$ cat src/rtl/updown_decoder_pkg.sv
// Shared types and constants for the up/down counter decoder.
package updown_decoder_pkg;

    localparam int unsigned CountW = 3;

    typedef enum logic [1:0] {
        StPrime = 2'd0,
        StUp    = 2'd1,
        StDown  = 2'd2,
        StErr   = 2'd3
    } state_e;

    typedef enum logic [1:0] {
        ClsHold = 2'd0,
        ClsUp   = 2'd1,
        ClsDown = 2'd2,
        ClsJump = 2'd3
    } step_cls_e;

endpackage

$ cat src/rtl/updown_step_classify.sv
// Classifies a new counter sample against the previous one (modulo 8).
module updown_step_classify
    import updown_decoder_pkg::*;
(
    input  logic [CountW-1:0] prev,
    input  logic [CountW-1:0] q,
    output step_cls_e         cls,
    output logic              wrap
);

    logic [CountW-1:0] prev_inc;
    logic [CountW-1:0] prev_dec;

    always_comb begin
        prev_inc = prev + CountW'(1);
        prev_dec = prev - CountW'(1);
        cls      = ClsJump;
        if (q == prev) begin
            cls = ClsHold;
        end else if (q == prev_inc) begin
            cls = ClsUp;
        end else if (q == prev_dec) begin
            cls = ClsDown;
        end
    end

    // Only meaningful alongside an up or down classification.
    assign wrap = ((prev == '1) && (q == '0)) || ((prev == '0) && (q == '1));

endmodule

$ cat src/rtl/updown_decoder.sv
// Tracks an observed 3-bit up/down counter, recovering a wider position,
// direction, reversal and wrap events, with a sticky error on illegal jumps.
module updown_decoder
    import updown_decoder_pkg::*;
#(
    parameter int unsigned POS_W = 8
) (
    input  logic              clk,
    input  logic              reset,
    input  logic              en,
    input  logic [CountW-1:0] q,
    input  logic              clr_err,
    output logic              step,
    output logic              dir,
    output logic              rev,
    output logic              wrap,
    output logic [POS_W-1:0]  pos,
    output logic              err,
    output logic [1:0]        state
);

    state_e            state_q, state_d;
    logic [CountW-1:0] prev_q, prev_d;
    logic [POS_W-1:0]  pos_q, pos_d;
    logic              dir_q, dir_d;
    logic              err_q, err_d;
    logic              step_q, step_d;
    logic              rev_q, rev_d;
    logic              wrap_q, wrap_d;

    step_cls_e cls;
    logic      cls_wrap;

    updown_step_classify u_classify (
        .prev (prev_q),
        .q    (q),
        .cls  (cls),
        .wrap (cls_wrap)
    );

    always_comb begin
        state_d = state_q;
        prev_d  = prev_q;
        pos_d   = pos_q;
        dir_d   = dir_q;
        err_d   = err_q;
        step_d  = 1'b0;
        rev_d   = 1'b0;
        wrap_d  = 1'b0;

        if (clr_err) begin
            err_d   = 1'b0;
            state_d = StPrime;
        end else if (en) begin
            unique case (state_q)
                StPrime: begin
                    prev_d  = q;
                    pos_d   = POS_W'(q);
                    state_d = StUp;
                end
                StUp, StDown: begin
                    unique case (cls)
                        ClsUp: begin
                            pos_d   = pos_q + POS_W'(1);
                            dir_d   = 1'b1;
                            step_d  = 1'b1;
                            rev_d   = (state_q == StDown);
                            wrap_d  = cls_wrap;
                            prev_d  = q;
                            state_d = StUp;
                        end
                        ClsDown: begin
                            pos_d   = pos_q - POS_W'(1);
                            dir_d   = 1'b0;
                            step_d  = 1'b1;
                            rev_d   = (state_q == StUp);
                            wrap_d  = cls_wrap;
                            prev_d  = q;
                            state_d = StDown;
                        end
                        ClsJump: begin
                            err_d   = 1'b1;
                            state_d = StErr;
                        end
                        default: ;
                    endcase
                end
                // Samples are ignored until clr_err re-primes.
                StErr: ;
                default: state_d = StPrime;
            endcase
        end
    end

    always_ff @(posedge clk or negedge reset) begin
        if (!reset) begin
            state_q <= StPrime;
            prev_q  <= '0;
            pos_q   <= '0;
            dir_q   <= 1'b1;
            err_q   <= 1'b0;
            step_q  <= 1'b0;
            rev_q   <= 1'b0;
            wrap_q  <= 1'b0;
        end else begin
            state_q <= state_d;
            prev_q  <= prev_d;
            pos_q   <= pos_d;
            dir_q   <= dir_d;
            err_q   <= err_d;
            step_q  <= step_d;
            rev_q   <= rev_d;
            wrap_q  <= wrap_d;
        end
    end

    assign step  = step_q;
    assign dir   = dir_q;
    assign rev   = rev_q;
    assign wrap  = wrap_q;
    assign pos   = pos_q;
    assign err   = err_q;
    assign state = state_q;

endmodule

$ cat config.mk
export PLATFORM = sky130hd
export DESIGN_NAME = updown_decoder
export DESIGN_NICKNAME = d
export VERILOG_FILES = /design/src/rtl/updown_decoder_pkg.sv /design/src/rtl/updown_step_classify.sv /design/src/rtl/updown_decoder.sv
export SDC_FILE = /design/constraint.sdc
export NUM_CORES = 1
export LEC_CHECK = 0
export ABC_AREA = 1
export CAP_MARGIN = 25
export CORE_MARGIN = 5
export CORE_UTILIZATION = 50
export CTS_BUF_LIST = sky130_fd_sc_hd__clkbuf_8
export CTS_CLUSTER_SIZE = 10
export DETAILED_ROUTE_END_ITERATION = 8
export HOLD_SLACK_MARGIN = 0.03
export PLACE_DENSITY = 0.75
export SYNTH_ARGS = -nofsm -noshare
export SYNTH_HDL_FRONTEND = slang
export SYNTH_SLANG_ARGS = --single-unit
export TNS_END_PERCENT = 20
$ cat constraint.sdc
create_clock -name clk -period 2.7 [get_ports clk]
set_input_delay 0.405 -clock clk [delete_from_list [all_inputs] [get_ports clk]]
set_output_delay 0.405 -clock clk [all_outputs]
set_load 0.01 [all_outputs]
# [After elaboration in Yosys (flattened, before gate mapping)]
# Cells that the tools add are included.
[word_totals] register_bits=18 elab_cells=73 in_bits=7
[classes] n_reduce_logical=19 add_sub_neg=4 eq_ne=13 bitwise=1 muxes=28
[ops] operator="8-bit one-hot mux with 2 select lines" n=2
[ops] operator="1-bit 2-to-1 mux" n=16
[ops] operator="4-bit AND reduction" n=3
[ops] operator="2-bit nonzero test" n=5
[ops] operator="3-bit equality test" n=3
[ops] operator="8-bit by 1-bit adder with 8-bit output, second input constant" n=1
[ops] operator="2-bit 2-to-1 mux" n=4
[ops] operator="8-bit by 1-bit subtractor with 8-bit output, second input constant" n=1
[ops] operator="2-bit equality test, second input constant" n=3
[ops] operator="3-bit equality test, second input constant" n=2
[ops] operator="3-bit zero test" n=2
[ops] operator="2-bit one-hot mux with 3 select lines" n=1
[ops] operator="3-bit one-hot mux with 2 select lines" n=1
[ops] operator="3-bit AND reduction" n=2
[ops] operator="5-bit by 4-bit != test with 1-bit output, second input constant" n=1
[ops] operator="2-bit by 1-bit equality test with 1-bit output, second input constant" n=2
[ops] operator="1-bit one-hot mux with 2 select lines" n=2
[ops] operator="2-bit one-hot mux with 2 select lines" n=1
[ops] operator="2-bit OR reduction" n=2
[ops] operator="3-bit by 1-bit adder with 3-bit output, second input constant" n=1
[ops] operator="3-bit 2-to-1 mux" n=1
[ops] operator="3-bit != test, second input constant" n=1
[ops] operator="3-bit nonzero test" n=1
[ops] operator="3-bit by 1-bit subtractor with 3-bit output, second input constant" n=1
[ops] operator="5 further kinds" n=6

# [Depth between registers and ports, before layout]
# Gate-level depths: netlist of run 1.
[logic_depth] depth_word=11 depth_mapped=19 ltp_nobuf=19

# [Hierarchy]
# From an unflattened synthesis of run 1, not the netlist that was laid out.
[hier_totals] hier_cells=193 hier_area_um2=1413.9
[by_module_without_submodules] module="updown_decoder" n_inst=1 cells_per_inst=157 area_per_inst_um2=1217.4 seq_area_each_um2=451.7
[by_module_without_submodules] module="updown_step_classify" n_inst=1 cells_per_inst=36 area_per_inst_um2=196.4 seq_area_each_um2=0.0

# [Least setup slack after synthesis of run 1]
# No wires, ideal clock.
[synth_path] kind="register to register" startpoint="reg prev_q[0]" endpoint="reg pos_q[7] (netlist: pos[7])" t_required_ns=2.583 t_arrival_ns=2.135 stages_incl_launch_ff=15 setup_slack_ns=0.448 path_cell_list="dfrtp_1 -> inv_1 -> ha_1 -> nand2_1 -> nand2_4 -> inv_2 -> nand2_4 -> nor2_8 -> ha_1 -> a21oi_1 -> o21bai_1 -> a21oi_1 -> nand3_1 -> nand3_1 -> nand2_1"
[synth_between] elab_chain_cells=8 elab_cells_between_ends=14 classes_between="2 x add/sub; 6 x eq/ne; 5 x mux; 1 x reduce/logical"
[synth_lines] item="start: declaration" line_no="updown_decoder.sv:23" rtl="logic [CountW-1:0] prev_q, prev_d;"
[synth_lines] item="start signal: assignment" line_no="updown_decoder.sv:107" rtl="prev_q <= prev_d;"
[synth_lines] item="3-bit by 1-bit subtractor with 3-bit output" line_no="updown_step_classify.sv:16" rtl="prev_dec = prev - CountW'(1);"
[synth_lines] item="3-bit equality test" line_no="updown_step_classify.sv:22" rtl="end else if (q == prev_dec) begin"
[synth_lines] item="1-bit 2-to-1 mux" line_no="updown_step_classify.sv:22"
[synth_lines] item="2-bit 2-to-1 mux" line_no="updown_step_classify.sv:20" rtl="end else if (q == prev_inc) begin"
[synth_lines] item="2-bit 2-to-1 mux *" line_no="updown_step_classify.sv:18" rtl="if (q == prev) begin"
[synth_lines] item="2-bit equality test / 2-bit by 1-bit equality test with 1-bit output (equally long branches)" line_no="updown_decoder.sv:62" rtl="unique case (cls)"
[synth_lines] item="8-bit one-hot mux with 2 select lines / 3-bit != test (equally long branches)"
[synth_lines] item="8-bit one-hot mux with 2 select lines / 4-bit AND reduction (equally long branches)"
[synth_lines] item="end signal: assignment" line_no="updown_decoder.sv:108" rtl="pos_q <= pos_d;"
[synth_lines] item="end: declaration" line_no="updown_decoder.sv:24" rtl="logic [POS_W-1:0] pos_q, pos_d;"
# Mark *: on every way between the ends. The rest lies on a longest branch, timed or not.
# A chain may end at the register's enable or synchronous reset.

# [Worst setup path after layout of run 1]
# Same ends and word-level chain as after synthesis.

==> results of run 1 <==
cell usage in the layout, fill, tap and decap left out, types with 2 or more instances in the layout:
master | Yosys | layout
nand2_1 | 37 | 37
inv_1 | 23 | 23
clkdlybuf4s50_1 | 0 | 21
dfrtp_1 | 17 | 17
ha_1 | 12 | 12
nand3_1 | 10 | 10
nor2_1 | 9 | 9
nand2_4 | 8 | 8
inv_2 | 7 | 7
nand2_2 | 7 | 7
a21oi_1 | 6 | 6
o21ai_1 | 6 | 6
o21ai_0 | 5 | 5
clkbuf_8 | 0 | 4
xor2_1 | 3 | 3
buf_4 | 0 | 3
nand3_4 | 2 | 2
a32o_1 | 2 | 2
nor3_1 | 2 | 2
power breakdown:
| part | internal [µW] | total, µW | leakage [µW] | switching (µW) |
|---|---|---|---|---|
| Combinational | 594 | 1480 | 0.000661 | 883 |
| Clock | 130 | 229 | 0.0000288 | 99.0 |
| Sequential | 378 | 474 | 0.000233 | 96.5 |
registers in the layout (all words and copies together) (netlist names):
signal  count
wrap        1
pos         8
prev_q      3
err         1
step        1
dir         1
state       2
rev         1
cells by family (layout without fill, tap and decap cells):
kind of cell,Yosys count,in the layout
and+or+nand+nor,82,82
buffers and inverters,31,58
AOI/OAI and AO/OA,29,29
DFF,18,18
adders and majority gates,12,12
xor gates and xnor gates,3,3
layer usage:
metal  vias to the layer above  routed length, µm  track usage, %
li1                        622                  -               -
met1                       589               1480            22.1
met2                        24               1410            27.5
met3                         5                123            4.38
met4                         0                 40            7.27
met5                         -                  0               0
tightest hold or removal path: cells and delay by family, from the launching register on:
kind,cells,cell delay [ns]
and+or+nand+nor,2,0.13
DFF,1,0.37
stage by stage:
stage                     utilization, %  worst slack (ns)  instance area, µm²  instances  total power (µW)
after floorplan                        -             0.448                1450        175              1550
after global placement              62.0            0.0964                1710        229              1910
after detailed placement            62.0          0.000134                1710        229              1950
after CTS                           64.0             0.206                1770        233              2190
after global routing                64.0            0.0256                1770        233              2410
final                               64.0             0.197                1770        233              2180
path summary, 6_finish.rpt:
path	from	end	slack, ns
setup / recovery	prev_q[0]$_DFFE_PN0P_	pos[7]$_DFFE_PN0P_	0.20
hold / removal	dir$_DFFE_PN1P_	dir$_DFFE_PN1P_	0.50
setup reg to reg	prev_q[0]$_DFFE_PN0P_	pos[7]$_DFFE_PN0P_	0.20
hold reg to reg	dir$_DFFE_PN1P_	dir$_DFFE_PN1P_	0.50
max in group asynchronous	reset	pos[6]$_DFFE_PN0P_	1.58
min in group asynchronous	reset	prev_q[0]$_DFFE_PN0P_	0.62
layout make-up:
class                      count  area (µm²)
clock buffer                   4        55.1
sequential                    18         452
multi-input combinational    126         875
tap                           31        38.8
fill                         248         992
timing repair buffer          24         233
inverter                      30         113
==> flow_summary.yaml, run 1 <==
status:
  run_status: "finished clean"
yosys:
  synth_simple_gate_area_share_pct: 33.5
  netlist_instances: 175
  ys.warnings.count: 0
  synthMuxAreaShare_pct: 0
  synth_compound_area_share_pct: 14.7
  synth_area_leaders: "dfrtp_1 (29%), ha_1 (10%), nand2_1 (9.6%)"
  netlist.area_leader.share_pct: 29.3
  ys.flop_type: "dfrtp_1"
  yosysMostFrequentCell: "nand2_1"
  synth_fp_nets: 194
  ys_ff_latch: 18
  synth_top_family_by_area: "simple AND/OR/NAND/NOR gates"
  async_flop_share_pct: 100
  synth-edff-count: 0
  synthAdderAreaFrac_pct: 10.4
  synth-xor-area-share_pct: 1.81
  synth_top_cell_by_area: "dfrtp_1"
  synth.cell_area_um2: 1450
  yosysUniqueCellTypes: 35
  syn_area_per_cell_um2: 8.29
  ys_top_cells_by_count: "nand2_1 (37), inv_1 (23), dfrtp_1 (17), ha_1 (12), nand3_1 (10)"
  yosysSeqAreaShare_pct: 31.1
cells_and_area:
  area_growth_pct: 21.7
  antenna_cells: 0
  nNetsFinal: 222
  drive_gt1_share_pct: 20.8
critical_path:
  reg2reg_depth: 14
  critPathMaxStageDelay_ns: 0.38
  path_buf_inv: 2
  cp_cell_sequence: "inv_1, ha_1, nand2_1, nand2_4, inv_2, nand2_4, nor2_8, ha_1, a21oi_1, o21bai_1, a21oi_1, nand3_1, nand3_1, nand2_1"
  required_ns: 2.85
  cp_slowest_cell: "dfrtp_1"
  start_kind: "register"
  path_delay_family: "simple AND/OR/NAND/NOR gates"
  cp_max_fo: 6
  crit_type: "register to register"
  path_depth: 14
  cp.arrival_ns: 2.66
  endpoint_kind: "register"
power:
  peakVddDrop_uv: 801
  powerDensity_nw_per_um2: 1230
  leakagePower_uw: 0.000923
drt:
  drc: 0
  drt-initial-drc-count: 33
  antenna_left: 0
  via_per_inst: 5.32
  wl_per_cell_um: 13.1
  num_vias: 1240
  drtPass1Iterations: 4
  drt_wl_total_um: 3060
clocking:
  cts-root-buf: "clkbuf_8"
  clockBufferDepth: 2
  cts_setup_buffers: 0
  clkTransAtPathRegs_ns: 0.07
  cts_max_level: 1
  cts_sinks: 18
  cts_tree: "yes"
  cts_buffers: 3
  hold_buffers: 0
  cts-resized-gates: 0
  clock_latency_ns: 0.26
timing:
  setup-violations-final: 0
  worst_slew_pin_slew_ns: 0.822
  slew_headroom_pct: 45.0
  finalSetupTns_ns: 0
  fin_skew_ns: 0.00109
  rsz0062_at_grt: "no"
  final_hold_viol_count: 0
  period_needed_ns: 2.50
  max_freq_mhz: 400
  final_max_slew_viol_count: 0
  hold_slack_ns: 0.502
  finalCritPeriodShare_pct: 92.7
placed_design:
  post-dp-hpwl_um: 2390
  gp_congestion: 0.959
  portBuffers: 21
floorplan:
  die-area_um2: 4080
  io_pins: 22
  core-area_um2: 2760
  die_w_um: 63.9
  die_h_um: 63.9
  start_util_pct: 52.6
  rows: 19
min_path:
  hp-class: "register to register"
  hold_depth: 2
global_route:
  grt_max_degree: 19
  grt_pass1_vias: 1291
  grt_first_pass_wirelength_um: 5690
  overflow: 0
  track_usage_pct: 17.3
  antenna_found_initial: 0
run:
  max_cap_violations: 0
Note: power is estimated with default switching activity, not from simulation.
==> run 2: changes to the inputs <==
- PLACE_DENSITY: 0.75 -> 0.78
- clock period: 2.7 -> 2.2 ns (I/O delays scaled with it)
==> flow_summary.yaml, run 2 (synthesis gave the netlist of run 1 again) <==
drt:
  antenna_left: 0
  num_vias: 1416
  via_per_inst: 5.47
  drtPass1Iterations: 4
  drt-initial-drc-count: 83
  drt_wl_total_um: 4110
  wl_per_cell_um: 15.9
  drc: 0
cells_and_area:
  antenna_cells: 0
  largest_reg_flops: 8
  final_cell_mix: "nand2_1 (34), buf_4 (25), clkdlybuf4s50_1 (21)"
  final_common_cell: "nand2_1"
  nNetsFinal: 248
  finalCoreUtilization_pct: 78.7
  drive_gt1_share_pct: 40.4
  area_growth_pct: 49.6
power:
  peakVddDrop_uv: 1390
  leakagePower_uw: 0.00106
  powerDensity_nw_per_um2: 1640
clocking:
  cts_buffers: 3
  cts_sinks: 18
  clock_latency_ns: 0.26
  cts_max_level: 1
  clkTransAtPathRegs_ns: 0.08
  clockBufferDepth: 2
  cts_tree: "yes"
  hold_buffers: 0
  cts-root-buf: "clkbuf_8"
timing:
  period_needed_ns: 2.21
  setup-violations-final: 1
  layout_setup_ws_ns: -0.0102
  finalSetupTns_ns: -0.0102
  final_hold_viol_count: 0
  slew_headroom_pct: 73.3
  finalCritPeriodShare_pct: 100
  worst_slew_pin_slew_ns: 0.397
  max_freq_mhz: 452
  final_max_slew_viol_count: 0
  fin_skew_ns: 0.00664
  rsz0062_at_grt: "yes"
global_route:
  grt_max_degree: 19
  grt_pass1_vias: 1336
  overflow: 0
  track_usage_pct: 17.8
  grt_first_pass_wirelength_um: 5890
  antenna_found_initial: 0
critical_path:
  endpoint_kind: "register"
  r2r_slack_ns: -0.01
  cp_cell_sequence: "inv_2, ha_4, inv_2, nand2_2, nand2_4, nor2_4, nand3_4, nand2_4, nand2_2, inv_2, ha_4, inv_2, nand2_4, inv_2, nor3_4, nor2_1, nand2_1, nand3_1, nand2_1"
  r2r-start: "prev_q[0]$_DFFE_PN0P_"
  crit_start: "prev_q[0]$_DFFE_PN0P_"
  cp.arrival_ns: 2.41
  reg2reg_depth: 19
  crit_type: "register to register"
  crit_top_cell: "inv_2"
  cp_slowest_cell: "dfrtp_1"
  path_buf_inv: 5
  required_ns: 2.40
  cp_max_fo: 4
  critPathCapture: "pos[4]$_DFFE_PN0P_"
  start_kind: "register"
  critPathMaxStageDelay_ns: 0.39
  path_depth: 19
  path_delay_family: "simple AND/OR/NAND/NOR gates"
  r2r-end: "pos[4]$_DFFE_PN0P_"
min_path:
  hp-class: "input pin to asynchronous set/reset pin"
floorplan:
  start_util_pct: 52.6
  io_pins: 22
  die-area_um2: 4080
  rows: 19
  die_h_um: 63.9
  core-area_um2: 2760
  die_w_um: 63.9
placed_design:
  portBuffers: 21
  gp_congestion: 0.879
  post-dp-hpwl_um: 2760
run:
  max_cap_violations: 0
status:
  run_status: "finished, violations left"
  violations: "setup timing"
-- run 2: changes by cell type in the layout (fill, tap and decap cells not counted), moves of 4 or more --
cell,change
ha_4,+6
inv_1,-8
inv_2,+5
buf_12,+4
ha_1,-7
buf_4,+22
-- run 2: final cells by class --
cell class | count | area, µm²
clock buffers | 4 | 55.1
multi-input cells | 126 | 1020
inverters | 30 | 121
repair buffers | 50 | 478
flip-flops and latches | 18 | 452
fillers | 174 | 588
well taps | 31 | 38.8
-- run 2: repair_timing --
item,CTS,global route
pin swaps,0,24
gates resized for setup,2,29
hold endpoints to repair,0,0
setup buffers,0,5
setup endpoints to repair,1,6
-- run 2: where the power goes --
part / switching, µW / total, µW / internal, µW
Sequential: 140 / 604 / 463
Clock: 127 / 286 / 159
Combinational: 1420 / 2660 / 1240
-- run 2: how the worst min path moves through the flow --
stage | start | endpoint | slack, ns | cells past startpoint
after floorplan | reset | err$_DFFE_PN0P_ | 0.03 | 0
after global placement | err$_DFFE_PN0P_ | err$_DFFE_PN0P_ | 0.48 | 1
after detailed placement | err$_DFFE_PN0P_ | err$_DFFE_PN0P_ | 0.49 | 1
after CTS | reset | state[1]$_DFFE_PN0P_ | 0.40 | 2
after global routing | reset | state[1]$_DFFE_PN0P_ | 0.42 | 2
final | reset | state[1]$_DFFE_PN0P_ | 0.38 | 2
-- run 2: routing by layer --
metal	vias up	share of wire (%)	GRT usage (%)
met5	-	0	0
met4	0	1.6	6.49
met3	6	5.0	3.15
met2	40	52	31.3
met1	695	42	21.6
li1	675	-	-
-- run 2: worst register-to-register path: stages (launching register included) --
cell and delay [ns]:
dfrtp_1 0.39, inv_2 0.08, ha_4 0.28, inv_2 0.03
nand2_2 0.07, nand2_4 0.07, nor2_4 0.12, nand3_4 0.09
nand2_4 0.08, nand2_2 0.05, inv_2 0.06, ha_4 0.12
inv_2 0.04, nand2_4 0.07, inv_2 0.06, nor3_4 0.20
nor2_1 0.09, nand2_1 0.09, nand3_1 0.08, nand2_1 0.08
-- run 2: metrics by stage --
| step | cells | power (µW) | area, µm² | hold WS, ns | setup WS [ns] |
|---|---|---|---|---|---|
| 2_1_floorplan | 175 | 1920 | 1470 | 0.0344 | 0.0424 |
| 3_3_place_gp | 251 | 2700 | 1940 | 0.484 | -0.103 |
| 3_5_place_dp | 251 | 2790 | 1940 | 0.487 | -0.202 |
| 4_1_cts | 255 | 3100 | 2000 | 0.396 | 0.00105 |
| 5_1_grt | 259 | 3810 | 2170 | 0.424 | -0.123 |
| 6_report | 259 | 3550 | 2170 | 0.385 | -0.0102 |
